**config.mk**
```make
export PLATFORM = sky130hd
export DESIGN_NAME = stack_data_mem
export DESIGN_NICKNAME = d
export VERILOG_FILES = /design/src/rtl/stack_data_mem.sv
export SDC_FILE = /design/constraint.sdc
export NUM_CORES = 2
export LEC_CHECK = 0
export ABC_AREA = 1
export BUFFER_PORTS_ARGS = -buffer_cell sky130_fd_sc_hd__clkbuf_2
export CORE_MARGIN = 3
export CORE_UTILIZATION = 35
export CTS_BUF_LIST = sky130_fd_sc_hd__clkbuf_8 sky130_fd_sc_hd__clkbuf_16
export DETAILED_ROUTE_END_ITERATION = 8
export HOLD_SLACK_MARGIN = 0.08
export SLEW_MARGIN = 20
export SYNTH_ARGS = -nofsm -noshare
export SYNTH_HDL_FRONTEND = slang
export SYNTH_SLANG_ARGS = --single-unit
```
**constraint.sdc**
```tcl
create_clock -name clk -period 8.7 [get_ports clk]
set_input_delay 0.87 -clock clk [delete_from_list [all_inputs] [get_ports clk]]
set_output_delay 0.87 -clock clk [all_outputs]
set_load 0.005 [all_outputs]
```
**src/rtl/stack_data_mem.sv**
```systemverilog
// Data memory with an empty-descending hardware stack: direct LOAD/STORE,
// PUSH/POP through a stack pointer, registered read port and sticky error flags.
module stack_data_mem #(
    parameter int          DATA_W   = 8,
    parameter int          ADDR_W   = 8,
    parameter int unsigned SP_INIT  = 2**ADDR_W - 1,
    parameter int unsigned SP_LIMIT = 2**ADDR_W - 16
) (
    input  logic              clk,
    input  logic              rst,
    input  logic              op_valid,
    input  logic [2:0]        op,
    input  logic [ADDR_W-1:0] addr_in,
    input  logic [DATA_W-1:0] rn_in,
    input  logic [DATA_W-1:0] npc_in,
    input  logic              wsel,
    input  logic              sp_load,
    input  logic [ADDR_W-1:0] sp_load_val,
    input  logic              clr_flags,
    output logic [DATA_W-1:0] rdata,
    output logic              rvalid,
    output logic [ADDR_W-1:0] sp_out,
    output logic              ovf,
    output logic              unf,
    output logic              ill
);

    typedef enum logic [2:0] {
        OP_NOP   = 3'b000,
        OP_LOAD  = 3'b001,
        OP_STORE = 3'b010,
        OP_PUSH  = 3'b011,
        OP_POP   = 3'b100
    } op_e;

    localparam logic [ADDR_W-1:0] SP_EMPTY = ADDR_W'(SP_INIT);
    localparam logic [ADDR_W-1:0] SP_FULL  = ADDR_W'(SP_LIMIT);

    logic [DATA_W-1:0] mem [2**ADDR_W];

    logic [ADDR_W-1:0] sp;
    logic              accept_p0;
    logic              is_load_p0, is_store_p0, is_push_p0, is_pop_p0, is_ill_p0;
    logic              full_p0, empty_p0;
    logic              wr_en_p0, rd_en_p0;
    logic [ADDR_W-1:0] wr_addr_p0, rd_addr_p0;
    logic [DATA_W-1:0] wdata_p0;
    logic              ovf_set_p0, unf_set_p0, ill_set_p0;
    logic [DATA_W-1:0] rdata_p1;
    logic              rvalid_p1;

    // Stage p0: decode; sp_load and reset both swallow the same-cycle op
    assign accept_p0   = op_valid && !sp_load && !rst;
    assign is_load_p0  = accept_p0 && (op == OP_LOAD);
    assign is_store_p0 = accept_p0 && (op == OP_STORE);
    assign is_push_p0  = accept_p0 && (op == OP_PUSH);
    assign is_pop_p0   = accept_p0 && (op == OP_POP);
    assign is_ill_p0   = accept_p0 && (op > OP_POP);

    assign full_p0  = (sp == SP_FULL);
    assign empty_p0 = (sp == SP_EMPTY);

    assign wdata_p0   = wsel ? rn_in : npc_in;
    assign wr_en_p0   = is_store_p0 || (is_push_p0 && !full_p0);
    assign wr_addr_p0 = is_store_p0 ? addr_in : sp;
    assign rd_en_p0   = is_load_p0 || (is_pop_p0 && !empty_p0);
    assign rd_addr_p0 = is_load_p0 ? addr_in : sp + ADDR_W'(1);

    assign ovf_set_p0 = is_push_p0 && full_p0;
    assign unf_set_p0 = is_pop_p0 && empty_p0;
    assign ill_set_p0 = is_ill_p0;

    always_ff @(posedge clk) begin
        if (wr_en_p0)
            mem[wr_addr_p0] <= wdata_p0;
    end

    always_ff @(posedge clk) begin
        if (rst)
            sp <= SP_EMPTY;
        else if (sp_load)
            sp <= sp_load_val;
        else if (is_push_p0 && !full_p0)
            sp <= sp - ADDR_W'(1);
        else if (is_pop_p0 && !empty_p0)
            sp <= sp + ADDR_W'(1);
    end

    // A newly raised error outranks a same-cycle clear
    always_ff @(posedge clk) begin
        if (rst) begin
            ovf <= 1'b0;
            unf <= 1'b0;
            ill <= 1'b0;
        end else begin
            ovf <= ovf_set_p0 || (ovf && !clr_flags);
            unf <= unf_set_p0 || (unf && !clr_flags);
            ill <= ill_set_p0 || (ill && !clr_flags);
        end
    end

    // Stage p1: registered read, sampled before this edge's write lands
    always_ff @(posedge clk) begin
        if (rst) begin
            rdata_p1  <= '0;
            rvalid_p1 <= 1'b0;
        end else begin
            rvalid_p1 <= rd_en_p0;
            if (rd_en_p0)
                rdata_p1 <= mem[rd_addr_p0];
        end
    end

    // Reset arriving while a read is in flight cancels its pulse immediately
    assign rvalid = rvalid_p1 && !rst;
    assign rdata  = rdata_p1;
    assign sp_out = sp;

endmodule

```
Word-level counts from Yosys, hierarchy flattened

Memories as Yosys holds them, arrays and structs flattened. A register that Yosys moved wholly into a read port is not among the register bits.
Cells that the tools add are included.

Order comparisons: 1
Reductions and logical operators: 26
Add/subtract/negate cells: 2
Equality and inequality tests: 6
Mux-type cells: 8

Operator list:

| operator                                         | number |
|---|---|
| 2-to-1 mux 8 bit                                 | 6 |
| == test 8 bit, second input constant             | 2 |
| logical AND 1 bit                                | 15 |
| adder 8 x 1 -> 8 bit, second input constant      | 1 |
| subtractor 8 x 1 -> 8 bit, second input constant | 1 |
| == test 3 x 2 -> 1 bit, second input constant    | 2 |
| logical NOT 1 bit                                | 5 |
| logical OR 1 bit                                 | 5 |
| == test 3 x 1 -> 1 bit, second input constant    | 1 |
| == test 3 bit, second input constant             | 1 |
| > comparator 3 bit, second input constant        | 1 |
| nonzero test 3 bit                               | 1 |
| 2-to-1 mux 1 bit                                 | 2 |

Memories: 1
Memory bits (writable): 2048
Output and inout bits: 20
Register bits after elaboration: 12
Logic and storage cells: 49

Memory list:

| memory | words | bits a word | read ports | clocked after Yosys merged registers in | wr ports | RTL line | source |
|---|---|---|---|---|---|---|---|
| mem    | 256   | 8           | 1          | 1                                       | 1        | 39       | `logic [DATA_W-1:0] mem [2**ADDR_W];` |

Logic depth before layout (Yosys ltp)

Depth in word-level cells: 8
Depth in mapped cells: 22
Depth with buffers taken out: 18

Least setup slack after synthesis

No wires, ideal clock.

Path kind: input to register
Start: in wsel
End: mem mem[0][0] (data pin)
Setup slack: 5.120 ns
Data arrival time: 3.025 ns
Setup time: 0.556 ns
Path buffers: 1
Stages on the path: 2
Path through: clkbuf_1 mux2_2

Word-level cells in the longest chain between the ends: 1

RTL lines:

| item             | RTL line | source |
|---|---|---|
| from (decl)      | 16       | `input logic wsel,` |
| 2-to-1 mux 8 bit | 63       | `assign wdata_p0 = wsel ? rn_in : npc_in;` |
| net wdata_p0[0]  | 47       | `logic [DATA_W-1:0] wdata_p0;` |
| to (decl)        | 39       |  |

The timed path passes the listed nets, and every way through them passes these cells.

Final worst setup path

Start: in sp_load
End: reg rdata_p1[7] (netlist: rdata[7]) (read register of mem)

Word-level cells in the longest chain between the ends: 6

RTL lines:

| item                                | RTL line | source |
|---|---|---|
| from (decl)                         | 17       | `input logic sp_load,` |
| logical NOT 1 bit (*)               | 53       | `assign accept_p0 = op_valid && !sp_load && !rst;` |
| logical AND 1 bit (*) (2 in series) | 53       |  |
| logical AND 1 bit                   | 57       | `assign is_pop_p0 = accept_p0 && (op == OP_POP);` |
| logical AND 1 bit                   | 66       | `assign rd_en_p0 = is_load_p0 \|\| (is_pop_p0 && !empty_p0);` |
| logical OR 1 bit                    | 66       |  |
| to (decl)                           | 49       | `logic [DATA_W-1:0] rdata_p1;` |

Every way passes the cells marked *; elsewhere a longest branch is shown, timed or not.
A chain may end at the register's enable or synchronous reset.

==> impl_metrics.tcl <==
set metrics [dict create \
    pwr-share-clk_pct 38.7 \
    fin_cells 11900 \
    reg2reg_from "sp_out[0]" \
    grt_overflow 0 \
    p_leak_nw 39.4 \
    status "finished clean" \
    start_util_pct 35.3 \
    pwr-share-seq_pct 47.4 \
    maxSlewHeadroom_pct 20.4 \
    crit_chain "clkbuf_2, clkinv_4, nand2_4, nor2_8, nand3_2, nand2_8, buf_4, nand2_1, nand3_1, nand3_1, nand3_1, nand3_1, nand3_1, nand3_1, nand3_1, nand3_1, nand2_1, inv_1" \
    ios 61 \
    rr_endpoint "rdata[3]" \
    worstPathRequired_ns 9.46 \
    synth_seq_cells 2068 \
    cts_setup_buffers 0 \
    yosysWarnings 0 \
    cts.repair.resized 0 \
    path_clk_slew_ns 0.06 \
    netlist_area_um2 89900 \
    fin_setup_tns_ns 0 \
    start_kind "input port" \
    critical_path_class "input port to flip-flop" \
    power.density_nw_per_um2 233 \
    ctsHoldBuffers 0 \
    cts_sinks 2068 \
    root_buffer "clkbuf_16" \
    die_w_um 513 \
    grt_pass1_wl_um 375000 \
    dp.cells 11500 \
    cts_tree "done" \
    setup_violations 0 \
    wl_per_cell_um 21.1 \
    cp_max_fo 119 \
    fin_total_pwr_mw 23.3 \
    postRouteWirelength_um 252000 \
    crit_start "sp_load" \
    syn-num-nets 8540 \
    fin_crit_sh_pct 56.6 \
    p_sw_mw 6.41 \
    netlist-cell-type-count 39 \
    synth-xor-area-share_pct 0.0682 \
    place_ws_ns 3.06 \
    slew_violations 0 \
    synth.area.mux_share_pct 0.100 \
    end_kind "flip-flop" \
    clockBufferDepth 3 \
    die_area_um2 263000 \
    drc 0 \
    cts_htree_levels 4 \
    area_growth_pct 11.3 \
    irDropWorstVdd_mv 0.217 \
    hold_viol 0 \
    r2r_setup_slack_ns 4.26 \
    crit_top_cell "nand3_1" \
    finalWeightedCongestion 0.881 \
    grt_max_degree 205 \
    cp-endpoint "rdata[7]" \
    cts_buffers 213 \
    clock_skew_ns 0.0699 \
    drive_gt1_share_pct 5.74 \
    netlist_instances 8496 \
    hp-class "input port to flip-flop" \
    setup_slack_ns 3.78 \
    grt_antenna_before_repair 2 \
    crit_arrival_ns 5.69 \
    io_buffers 60 \
    fillers 24300 \
    tightest_slew_ns 1.19 \
    syn_avg_cell_area_um2 10.6 \
    grt_usage_pct 18.6 \
    clock_latency_ns 0.87 \
    rsz0062_at_grt "no" \
    reg2regPathDepth 14 \
    grt_pass1_vias 57500 \
    drt-pass1-iter-count 6 \
    fp-row-count 185 \
    route.vias.total 60400 \
    core_area_um2 255000 \
    yosys.area_share.simple_pct 21.4 \
    synth_fa_ha_area_share_pct 0.0418 \
    fmax_mhz 203 \
    drt_iter0_markers 6853 \
    netSwitchingFraction_pct 27.5 \
    vias_per_cell 5.07 \
    synth_top_family_by_area "simple AND/OR/NAND/NOR gates" \
    pwr-share-comb_pct 13.8 \
    fin_crit_ns 4.92 \
    slowest_delay_ns 1.08 \
    seq_area_frac_synth_pct 68.9 \
    maxCapViolCount 0 \
    antenna_cells 0 \
    synth_compound_area_share_pct 1.76 \
    fin_nets 8411 \
    dpl.hpwl_um 141000 \
    ant_nets 0 \
    p_int_mw 16.9 \
    cpMaxStageDelayCell "nand2_8" \
    die_h_um 513 \
]
[cell usage after synthesis, drive strengths merged]
library cell  count  share of area [%]
nand2          2573                 11
edfxtp         2048                 68
nand3          1557                8.7
inv            1191                5.0
buf             421                2.5
nor2            304                1.3
o211ai          172                1.4
clkbuf           71               0.30
nand3b           63               0.53
o21ai            31               0.21
dfxtp            20               0.45
a21oi             9              0.050
mux2              8               0.10
xor2              6              0.058
nor3              4              0.028
o221ai            4              0.039
ha                3              0.042
nor4              3              0.028
or2               2              0.014
a211o             1             0.0097
a211oi            1             0.0084
a31oi             1             0.0070
clkinv            1             0.0097
nand4             1             0.0070
xnor2             1             0.0097
[cell families (layout without fill, tap and decap cells)]
kind of cell | after synthesis | in the layout
buf+inv | 1684 | 1736
flops | 2068 | 2068
compound gates | 219 | 219
xor+xnor | 7 | 7
simple gates | 4507 | 4507
fa+ha+maj | 3 | 3
mux | 8 | 8
[cell usage in the layout, fill, tap and decap left out, drive strengths merged]
| cell type | instances |
|---|---|
| a211o | 1 |
| inv | 1255 |
| a211oi | 1 |
| clkbuf | 277 |
| nand2 | 2573 |
| nand4 | 1 |
| clkinvlp | 4 |
| a31oi | 1 |
| o211ai | 172 |
| mux2 | 8 |
| xnor2 | 1 |
| o221ai | 4 |
| xor2 | 6 |
| nand3 | 1557 |
| buf | 88 |
| nor3 | 4 |
| ha | 3 |
| edfxtp | 2048 |
| dfxtp | 20 |
| nor2 | 304 |
| nand3b | 63 |
| a21oi | 9 |
| or2 | 2 |
| o21ai | 31 |
| bufinv | 19 |
| nor4 | 3 |
| clkinv | 93 |
[critical path: cells and delay by family]
family	cells	cell delay, ns
buf+inv	4	1.07
simple gates	14	3.61
[stage by stage]
stage / instance area, um2 / utilization [%] / hold slack [ns]
global placement: 93000 / 36.5 / 0.462
floorplan: 89900 / - / 0.460
CTS: 100000 / 39.2 / 0.228
global route: 100000 / 39.2 / 0.273
detailed placement: 93000 / 36.5 / 0.468
finish: 100000 / 39.2 / 0.283
[sequential cells by signal, indices dropped and copies added, names as in the netlist]
register,flops
mem,2048
rdata,8
sp_out,8
ill,1
ovf,1
rvalid_p1,1
unf,1
[cell type report]
| cell class | count | area (um2) | share of cell area [%] |
|---|---|---|---|
| Sequential cell | 2068 | 61900 | 61.9 |
| Multi-Input combinational cell | 4744 | 21200 | 21.2 |
| Clock buffer | 217 | 5390 | 5.39 |
| Inverter | 1192 | 4490 | 4.49 |
| Tap cell | 3366 | 4210 | 4.21 |
| Clock inverter | 179 | 1560 | 1.56 |
| Timing Repair Buffer | 148 | 1250 | 1.25 |
[worst min path at each step]
| stage | from | depth (start not counted) | endpoint |
|---|---|---|---|
| 2_1_floorplan | ill | 2 | ill |
| 3_3_place_gp | unf | 2 | unf |
| 3_5_place_dp | ovf | 2 | ovf |
| 4_1_cts | sp_load_val[5] | 3 | sp_out[5] |
| 5_1_grt | sp_load_val[5] | 3 | sp_out[5] |
| 6_report | sp_load_val[5] | 3 | sp_out[5] |
[layer usage]
layer / global-route usage, % / up-vias / wire length [um] / share of wire [%]
li1: - / 28000 / - / -
met1: 25.5 / 29400 / 104000 / 41
met2: 29.9 / 2636 / 117000 / 47
met3: 2.91 / 482 / 20500 / 8.2
met4: 6.90 / 2 / 9770 / 3.9
met5: 0 / - / 10 / 0.0040
[power by group through the flow]
stage | logic, mW | registers (mW) | clock network [mW]
4_1_cts | 3.20 | 11.0 | 9.14
6_report | 3.22 | 11.0 | 9.02
2_1_floorplan | 1.96 | 11.3 | 0
3_3_place_gp | 3.17 | 11.3 | 0
5_1_grt | 3.43 | 11.0 | 9.55
3_5_place_dp | 3.19 | 11.3 | 0
No activity file was read; power rests on OpenSTA's default activity.
